$ cat src/rtl/match_event_capture.sv
// Timestamps qualifying correlation hits against a strobe-driven sample counter,
// applies re-trigger holdoff and queues {ts, seq} events in a small FWFT FIFO.
module match_event_capture #(
   parameter int DEPTH_LOG2 = 2
) (
   input  logic        clk,
   input  logic        reset,
   input  logic        rxstrobe,
   input  logic        valid,
   input  logic        match,
   input  logic        enable,
   input  logic        clear,
   input  logic [7:0]  holdoff,
   input  logic        ev_rd,
   output logic        ev_valid,
   output logic [31:0] ev_ts,
   output logic [7:0]  ev_seq,
   output logic [15:0] match_count,
   output logic        overrun
);

   localparam int DEPTH = 1 << DEPTH_LOG2;
   localparam int PW    = DEPTH_LOG2;
   localparam int CW    = DEPTH_LOG2 + 1;

   typedef enum logic {IDLE, HOLD} state_t;

   typedef struct packed {
      logic [31:0] ts;
      logic [7:0]  seq;
   } entry_t;

   state_t        state_q, state_d;
   logic [31:0]   ts_q, ts_d;
   logic [7:0]    hc_q, hc_d;
   logic [7:0]    seq_q, seq_d;
   logic [15:0]   match_count_q, match_count_d;
   logic          overrun_q, overrun_d;
   logic [PW-1:0] wr_ptr_q, wr_ptr_d;
   logic [PW-1:0] rd_ptr_q, rd_ptr_d;
   logic [CW-1:0] cnt_q, cnt_d;
   logic          ev_valid_q, ev_valid_d;
   logic [31:0]   ev_ts_q, ev_ts_d;
   logic [7:0]    ev_seq_q, ev_seq_d;
   entry_t        mem_q [DEPTH];
   entry_t        mem_d [DEPTH];

   logic   qual, accept, push, pop, full, empty;
   entry_t head;

   // NOTE: every signal written here gets a default first and uses blocking '=',
   // so no path through the block leaves a value unassigned (no latches).
   always_comb begin
      state_d       = state_q;
      ts_d          = ts_q;
      hc_d          = hc_q;
      seq_d         = seq_q;
      match_count_d = match_count_q;
      overrun_d     = overrun_q;
      wr_ptr_d      = wr_ptr_q;
      rd_ptr_d      = rd_ptr_q;
      mem_d         = mem_q;
      accept        = 1'b0;

      qual  = enable & valid & match;
      full  = (cnt_q == CW'(DEPTH));
      empty = (cnt_q == '0);

      case (state_q)
         IDLE: begin
            if (qual) begin
               accept = 1'b1;
               if (holdoff != 8'd0) begin
                  hc_d    = holdoff;
                  state_d = HOLD;
               end
            end
         end
         HOLD: begin
            // Hits here are discarded; only enabled strobes run the holdoff down.
            if (enable && rxstrobe) begin
               hc_d = hc_q - 8'd1;
               if (hc_q == 8'd1) state_d = IDLE;
            end
         end
         default: state_d = IDLE;
      endcase

      if (enable && rxstrobe) ts_d = ts_q + 32'd1;

      pop  = ev_rd & ~empty;
      push = accept & (~full | pop);

      if (accept && match_count_q != 16'hFFFF) match_count_d = match_count_q + 16'd1;
      if (accept && !push) overrun_d = 1'b1;

      if (push) begin
         mem_d[wr_ptr_q] = '{ts: ts_q, seq: seq_q};
         wr_ptr_d        = wr_ptr_q + PW'(1);
         seq_d           = seq_q + 8'd1;
      end
      if (pop) rd_ptr_d = rd_ptr_q + PW'(1);
      cnt_d = cnt_q + CW'(push) - CW'(pop);

      // Head is registered from the post-update FIFO so outputs carry no input paths.
      head       = mem_d[rd_ptr_d];
      ev_valid_d = (cnt_d != '0);
      ev_ts_d    = ev_valid_d ? head.ts  : 32'd0;
      ev_seq_d   = ev_valid_d ? head.seq : 8'd0;

      if (clear) begin
         state_d       = IDLE;
         ts_d          = '0;
         hc_d          = '0;
         seq_d         = '0;
         match_count_d = '0;
         overrun_d     = 1'b0;
         wr_ptr_d      = '0;
         rd_ptr_d      = '0;
         cnt_d         = '0;
         ev_valid_d    = 1'b0;
         ev_ts_d       = '0;
         ev_seq_d      = '0;
      end
   end

   always_ff @(posedge clk or negedge reset) begin
      if (!reset) begin
         state_q       <= IDLE;
         ts_q          <= '0;
         hc_q          <= '0;
         seq_q         <= '0;
         match_count_q <= '0;
         overrun_q     <= 1'b0;
         wr_ptr_q      <= '0;
         rd_ptr_q      <= '0;
         cnt_q         <= '0;
         ev_valid_q    <= 1'b0;
         ev_ts_q       <= '0;
         ev_seq_q      <= '0;
      end else begin
         state_q       <= state_d;
         ts_q          <= ts_d;
         hc_q          <= hc_d;
         seq_q         <= seq_d;
         match_count_q <= match_count_d;
         overrun_q     <= overrun_d;
         wr_ptr_q      <= wr_ptr_d;
         rd_ptr_q      <= rd_ptr_d;
         cnt_q         <= cnt_d;
         ev_valid_q    <= ev_valid_d;
         ev_ts_q       <= ev_ts_d;
         ev_seq_q      <= ev_seq_d;
      end
   end

   // NOTE: FIFO storage is not reset; the pointers and count define which
   // entries are live, and the visible head registers are reset separately.
   always_ff @(posedge clk) begin
      mem_q <= mem_d;
   end

   assign ev_valid    = ev_valid_q;
   assign ev_ts       = ev_ts_q;
   assign ev_seq      = ev_seq_q;
   assign match_count = match_count_q;
   assign overrun     = overrun_q;

endmodule

$ cat config.mk
export PLATFORM = sky130hd
export DESIGN_NAME = match_event_capture
export DESIGN_NICKNAME = d
export VERILOG_FILES = /design/src/rtl/match_event_capture.sv
export SDC_FILE = /design/constraint.sdc
export NUM_CORES = 1
export LEC_CHECK = 0
export ABC_CLOCK_PERIOD_IN_PS = 6570
export BUFFER_PORTS_ARGS = -buffer_cell sky130_fd_sc_hd__buf_2
export CAP_MARGIN = 15
export CORE_UTILIZATION = 30
export CTS_CLUSTER_SIZE = 25
export DETAILED_ROUTE_END_ITERATION = 10
export PLACE_DENSITY_LB_ADDON = 0.3
export SETUP_SLACK_MARGIN = 0.05
export SYNTH_ARGS = -nofsm -noshare
export SYNTH_HDL_FRONTEND = slang
export SYNTH_SLANG_ARGS = --single-unit
$ cat constraint.sdc
create_clock -name clk -period 6.57 [get_ports clk]
set_input_delay 0.3285 -clock clk [delete_from_list [all_inputs] [get_ports clk]]
set_output_delay 0.3285 -clock clk [all_outputs]
set_load 0.01 [all_outputs]
---- Word-level counts from Yosys, hierarchy flattened ----
Cells that the tools add are included.
operators by class
  add/subtract/negate cells ............... 8
  magnitude comparators ................... 3
  equality and inequality tests ........... 6
  muxes and demuxes ....................... 38
  bitwise operators ....................... 10
  reductions and logical operators ........ 13
operators with widths
  operator                                                   number
  bitwise mux 160 bit                                        1
  two-way mux 160 bit                                        1
  two-way mux 32 bit                                         4
  two-way mux 40 bit                                         3
  binary-select mux 40 bit (select 2 bit)                    1
  demux 40 bit (select 2 bit)                                1
  two-way mux 8 bit                                          8
  adder 32 x 1 -> 32 bit (second input constant)             1
  two-way mux 16 bit                                         2
  adder 16 x 1 -> 16 bit (second input constant)             1
  inequality test 16 bit (second input constant)             1
  case mux 8 bit (2 select lines)                            1
  two-way mux 1 bit                                          10
  adder 8 x 1 -> 8 bit (second input constant)               1
  == test 8 x 1 -> 1 bit (second input constant)             1
  two-way mux 2 bit                                          4
  nonzero test 2 bit                                         4
  nonzero test 8 bit                                         1
  subtractor 8 x 1 -> 8 bit (second input constant)          1
  greater-or-equal comparator 3 bit (second input constant)  2
  inequality test 3 bit (second input constant)              2
  NOT 2 -> 3 bit                                             2
  adder 2 x 1 -> 2 bit (second input constant)               2
  bitwise AND 1 bit                                          4
  other kinds (14)                                           19
word-level totals
  register bits ........................... 274
  input port bits ......................... 16
  output and inout port bits .............. 58
  logic and storage cells ................. 98

---- Depth between registers and ports, before layout ----
  word-level depth ........................ 12
  mapped depth ............................ 16
  gate-level depth less buffers ........... 12

---- Worst setup path before layout ----
Ideal clock, no wire load.
  path type ............................... reg2reg
  from .................................... register cnt_q[1]
  to ...................................... register ev_ts_q[21], in the netlist ev_ts[21]
  library setup time ...................... 0.087 ns
  arrival time ............................ 3.183 ns
  slack ................................... 3.300 ns
  stages on the path, launching flop included .. 16
  buffers on the path ..................... 3
  cells stage by stage .................... dfrtp_1 -> nor4b_2 -> buf_2 -> nor2_1 -> inv_1 -> ha_1 -> inv_1 -> ha_1 -> inv_1 -> fa_1 -> xnor3_1 -> a31oi_2 -> buf_4 -> buf_4 -> o311ai_1 -> o211ai_1
between the ends
  word-level cells in the longest chain between the ends .. 11
  elaborated cells on any way between the ends .. 18
RTL lines
  element                                                                       line  text
  start, declared                                                               41    logic [CW-1:0] cnt_q, cnt_d;
  start signal, assigned                                                        150   cnt_q <= cnt_d;
  parallel branches: the longest is 9 deep, another holds adder 3 x 1 -> 3 bit  n/a
  two-way mux 32 bit *                                                          108   ev_ts_d = ev_valid_d ? head.ts : 32'd0;
  two-way mux 32 bit *                                                          111   if (clear) begin
  net ev_ts_d[21]                                                               43    logic [31:0] ev_ts_q, ev_ts_d;
  end signal, assigned                                                          152   ev_ts_q <= ev_ts_d;
  end, declared                                                                 43
Mark *: on every way through the listed nets, which the timed path passes. The select of a mux whose other input is x is not followed.
A chain may end at the register's enable or synchronous reset.

---- Final worst setup path ----
  from .................................... register state_q
  to ...................................... register ev_seq_q[5], in the netlist ev_seq[5]
between the ends
  word-level cells in the longest chain between the ends .. 8
  elaborated cells on any way between the ends .. 11
RTL lines
  element                                                                       line  text
  start, declared                                                               33    state_t state_q, state_d;
  start signal, assigned                                                        142   state_q <= state_d;
  two-way mux 1 bit *                                                           69    case (state_q)
  bitwise AND 1 bit *                                                           92    push = accept & (~full | pop);
  parallel branches: the longest is 4 deep, another holds adder 3 x 1 -> 3 bit  n/a
  two-way mux 8 bit *                                                           109   ev_seq_d = ev_valid_d ? head.seq : 8'd0;
  two-way mux 8 bit *                                                           111
  net ev_seq_d[5]                                                               44    logic [7:0] ev_seq_q, ev_seq_d;
  end signal, assigned                                                          153   ev_seq_q <= ev_seq_d;
  end, declared                                                                 44
Marked as above.

==> summary.txt <==
Outcome
  • Outcome: finished with violations
  • Failing checks: design-rule violations

Floorplan
  • Die area: 0.0484 sq mm
  • I/O pin count: 74
  • Starting density of the core: 30.5%
  • Core ar.: 0.0468 sq mm
  • Die Span Y: 220 microns
  • Die X: 220 microns
  • Std cell rows: 79

Setup path
  • Maximum fanout along the worst path: 121
  • Most Frequent Cell on Critical Path: inv_1
  • Max incr delay on CP: 0.55 ns
  • CP Launch Type: flop
  • Crit. End Element: flop
  • Critical path arrival: 4.51 ns
  • Cells along the critical path: nand4b_1 > nor2_1 > inv_1 > ha_1 > inv_1 > ha_1 > inv_1 > fa_1 > xnor3_1 > a31oi_4 > buf_12 > o311ai_0 > o211ai_1
  • Delay-heaviest family, CP: adder cells
  • Worst path buffer plus inverter count: 4
  • CP Class: reg -> reg
  • Critical Path RT: 7.04 ns
  • CP max-delay cell: dfrtp_1

Synth
  • Ys async rst share: 41.6%
  • Post-synthesis mux area share: 1.55%
  • Post-synthesis cell count: 1607
  • Synthesized flop and latch total: 274
  • Synth Warn #: 0
  • Yosys top cell area share: 22.4%
  • Yosys top cell by area: dfxtp_1
  • Register area share after synthesis: 42.4%
  • Post-synth cell types: 64
  • Ys flop type: dfxtp_1
  • Syn_area_per_cell: 8.88 sq um
  • Syn_nets: 1635
  • Synth Area in XOR/XNOR: 1.26%
  • Post-synth EDFFs: 0
  • Post-Syn Area: 0.0143 sq mm
  • Synth Area in Adders: 1.10%
  • Simple-Gate Fraction of Synth Area: 18.7%
  • Area contributors post-synth: dfxtp_1, dfrtp_1, or2_2
  • Largest family of logic cells by synthesized area: compound AO/OA/AOI/OAI gates
  • Area fraction in compound gates after synthesis: 26.0%

Power
  • Internal power: 0.00306 W
  • Clock share of power: 33.7%
  • Power Density: 309 mW/mm^2
  • Peak supply drop: 0.345 mV
  • Sequential Power Share: 38.6%
  • P_sw: 0.00184 W
  • Combinational power share: 27.6%
  • Sw frac: 37.5%
  • Power, Total: 0.00490 W
  • Leak: 6.40 nW

Worst hold path
  • Hold WC Path Type: in -> reg

Global routing
  • Vias in the first global route: 11800
  • Antenna violations before repair: 2
  • Grt ovf: 0
  • Largest net degree at the start of global routing: 205
  • Tot GR Track Use: 16.9%
  • First-pass GRT wire length: 66000 microns

CTS
  • Cts bufs inserted: 31
  • Clock Root Buffer: clkbuf_16
  • CTS tree: done
  • CTS Buffer Depth: 3
  • Clk_lat worst skew: 0.59 ns
  • H-tree depth: 1
  • Clock sink count: 274
  • Cts repair resizes: 0
  • Hold buffers post-CTS: 1
  • Postcts setup bufs: 0
  • CTS clk-pin slew, worst paths: 0.06 ns

Timing
  • Final worst slack: 2.53 ns
  • Slew Viols, Final: 0
  • Fin. Hold Viols: 0
  • Worst Skew: 0.0270 ns
  • Unrepaired setup endpoints after global routing: false
  • Fmax: 0.247 GHz
  • Final setup violation count: 0
  • Crit path time final: 4.04 ns
  • Fin crit share: 61.5%
  • Fin Setup TNS: 0 ns
  • Slew @ Worst Pin: 1.22 ns
  • Slew margin rel.: 18.9%
  • Worst hold slack: 0.0809 ns

Routing
  • Routed vias: 12400
  • DRT antenna net count: 0
  • Routed wire length: 41100 microns
  • 1st-pass router iterations: 8
  • Number of remaining DRC errors: 2
  • Routed len/inst: 18.8 microns
  • Vias per Instance: 5.68
  • Initial drt markers: 945

Placed design
  • Buffers on Ports: 73
  • GP Congestion: 0.777
  • DP HPWL: 21700 microns
  • Place WS: 2.62 ns

Cells and area
  • Diode count: 0
  • Final nets: 1579
  • Fill cell count: 4814
  • Finished Core Util: 33.9%
  • Share of cells above drive strength 1: 18.3%
  • Layout area overhead: 11.2%

Job
  • Max Cap Viol: 0
metal layers:
metal	GRT usage [%]	share of wire [%]	up-vias
li1	-	-	5913
met1	23.0	47	6106
met2	27.9	46	309
met3	2.59	5.1	54
met4	4.21	2.1	2
met5	0	0.024	-
layout by cell type, fill, tap and decap left out, types with 40 or more instances in the layout:
master,Yosys,routed
nand2_1,63,63
nor3_1,45,45
a31oi_1,82,82
nor2_1,57,57
o211ai_1,40,40
nor4_1,94,94
buf_2,45,71
or2_2,120,120
inv_1,136,136
a211oi_1,41,41
o2111ai_1,80,80
o31a_1,80,80
dfxtp_1,160,160
dfrtp_1,114,114
power groups by stage:
stage | Combinational (W) | Sequential (W) | Clock, W
3_5_place_dp | 0.00134 | 0.00193 | 0
6_report | 0.00135 | 0.00189 | 0.00165
3_3_place_gp | 0.00132 | 0.00193 | 0
4_1_cts | 0.00134 | 0.00189 | 0.00169
2_1_floorplan | 0.000856 | 0.00192 | 0
5_1_grt | 0.00146 | 0.00191 | 0.00176
state kept, by name, indices dropped and copies added (netlist names):
name and count:
cnt_q 3, ev_seq 8, ev_ts 32, ev_valid 1
hc_q 8, match_count 16, mem_q 160, overrun 1
rd_ptr_q 2, seq_q 8, state_q 1, ts_q 32
wr_ptr_q 2
Yosys cell counts, types with 4 or more instances:
cell       instances
a31oi_1           82
mux2_2            16
nor2b_1           11
a21oi_1           39
a21o_1            39
and4_1             4
or2_2            120
or4_1             13
o2111ai_1         80
xnor2_1           16
and3_1             9
o31ai_1           12
o21ai_0            9
ha_1              11
o211ai_1          40
inv_1            136
nand2_1           63
nor2_1            57
a211oi_1          41
dfrtp_1          114
or3_1              7
and2_1             5
nand3_1           23
dfxtp_1          160
o311ai_1          19
nand4_1           14
o311ai_0          22
buf_1             22
buf_2             45
o31a_1            80
clkbuf_1         110
nor4_1            94
nor3_1            45
logic make-up after synthesis:
logic type               after synthesis
AO/OA/AOI/OAI                        484
XOR/XNOR                              19
adder cells (fa/ha/maj)               12
buffers and inverters                320
flip-flops                           274
multiplexers                          20
AND/OR/NAND/NOR                      478
layout make-up:
cell class	count	area (sq um)	area share, %
timing repair buffer	92	557	3.51
multi-input combinational	1013	7020	44.2
sequential	274	6060	38.2
tap	607	759	4.79
clock buffer	53	928	5.85
inverter	139	522	3.29
clock inverter	4	23.8	0.150
through the flow:
stage	cell area [sq um]	cells
2_1_floorplan	14300	1607
3_3_place_gp	14900	2124
3_5_place_dp	14900	2124
4_1_cts	15900	2182
5_1_grt	15900	2182
6_report	15900	2182
worst paths after layout:
| path | start | to | slack (ns) | depth (start not counted) |
|---|---|---|---|---|
| max | state_q$_DFF_PN0_ | ev_seq[5]$_DFF_PN0_ | 2.53 | 13 |
| min | holdoff[0] | hc_q[0]$_DFFE_PN0P_ | 0.08 | 3 |
| max reg2reg | state_q$_DFF_PN0_ | ev_seq[5]$_DFF_PN0_ | 2.53 | 13 |
| min reg2reg | mem_q[38]$_DFF_P_ | mem_q[38]$_DFF_P_ | 0.48 | 2 |
| max in group asynchronous | reset | match_count[4]$_DFFE_PN0P_ | 4.93 | 3 |
| min in group asynchronous | reset | match_count[13]$_DFFE_PN0P_ | 0.36 | 2 |
worst register-to-register path: stages, from the launching register on:
cell and delay (ns):
dfrtp_1 0.55, nand4b_1 0.34, nor2_1 0.42, inv_1 0.15
ha_1 0.30, inv_1 0.06, ha_1 0.13, inv_1 0.05
fa_1 0.38, xnor3_1 0.25, a31oi_4 0.23, buf_12 0.34
o311ai_0 0.53, o211ai_1 0.23
No activity file was read; power rests on OpenSTA's default activity.
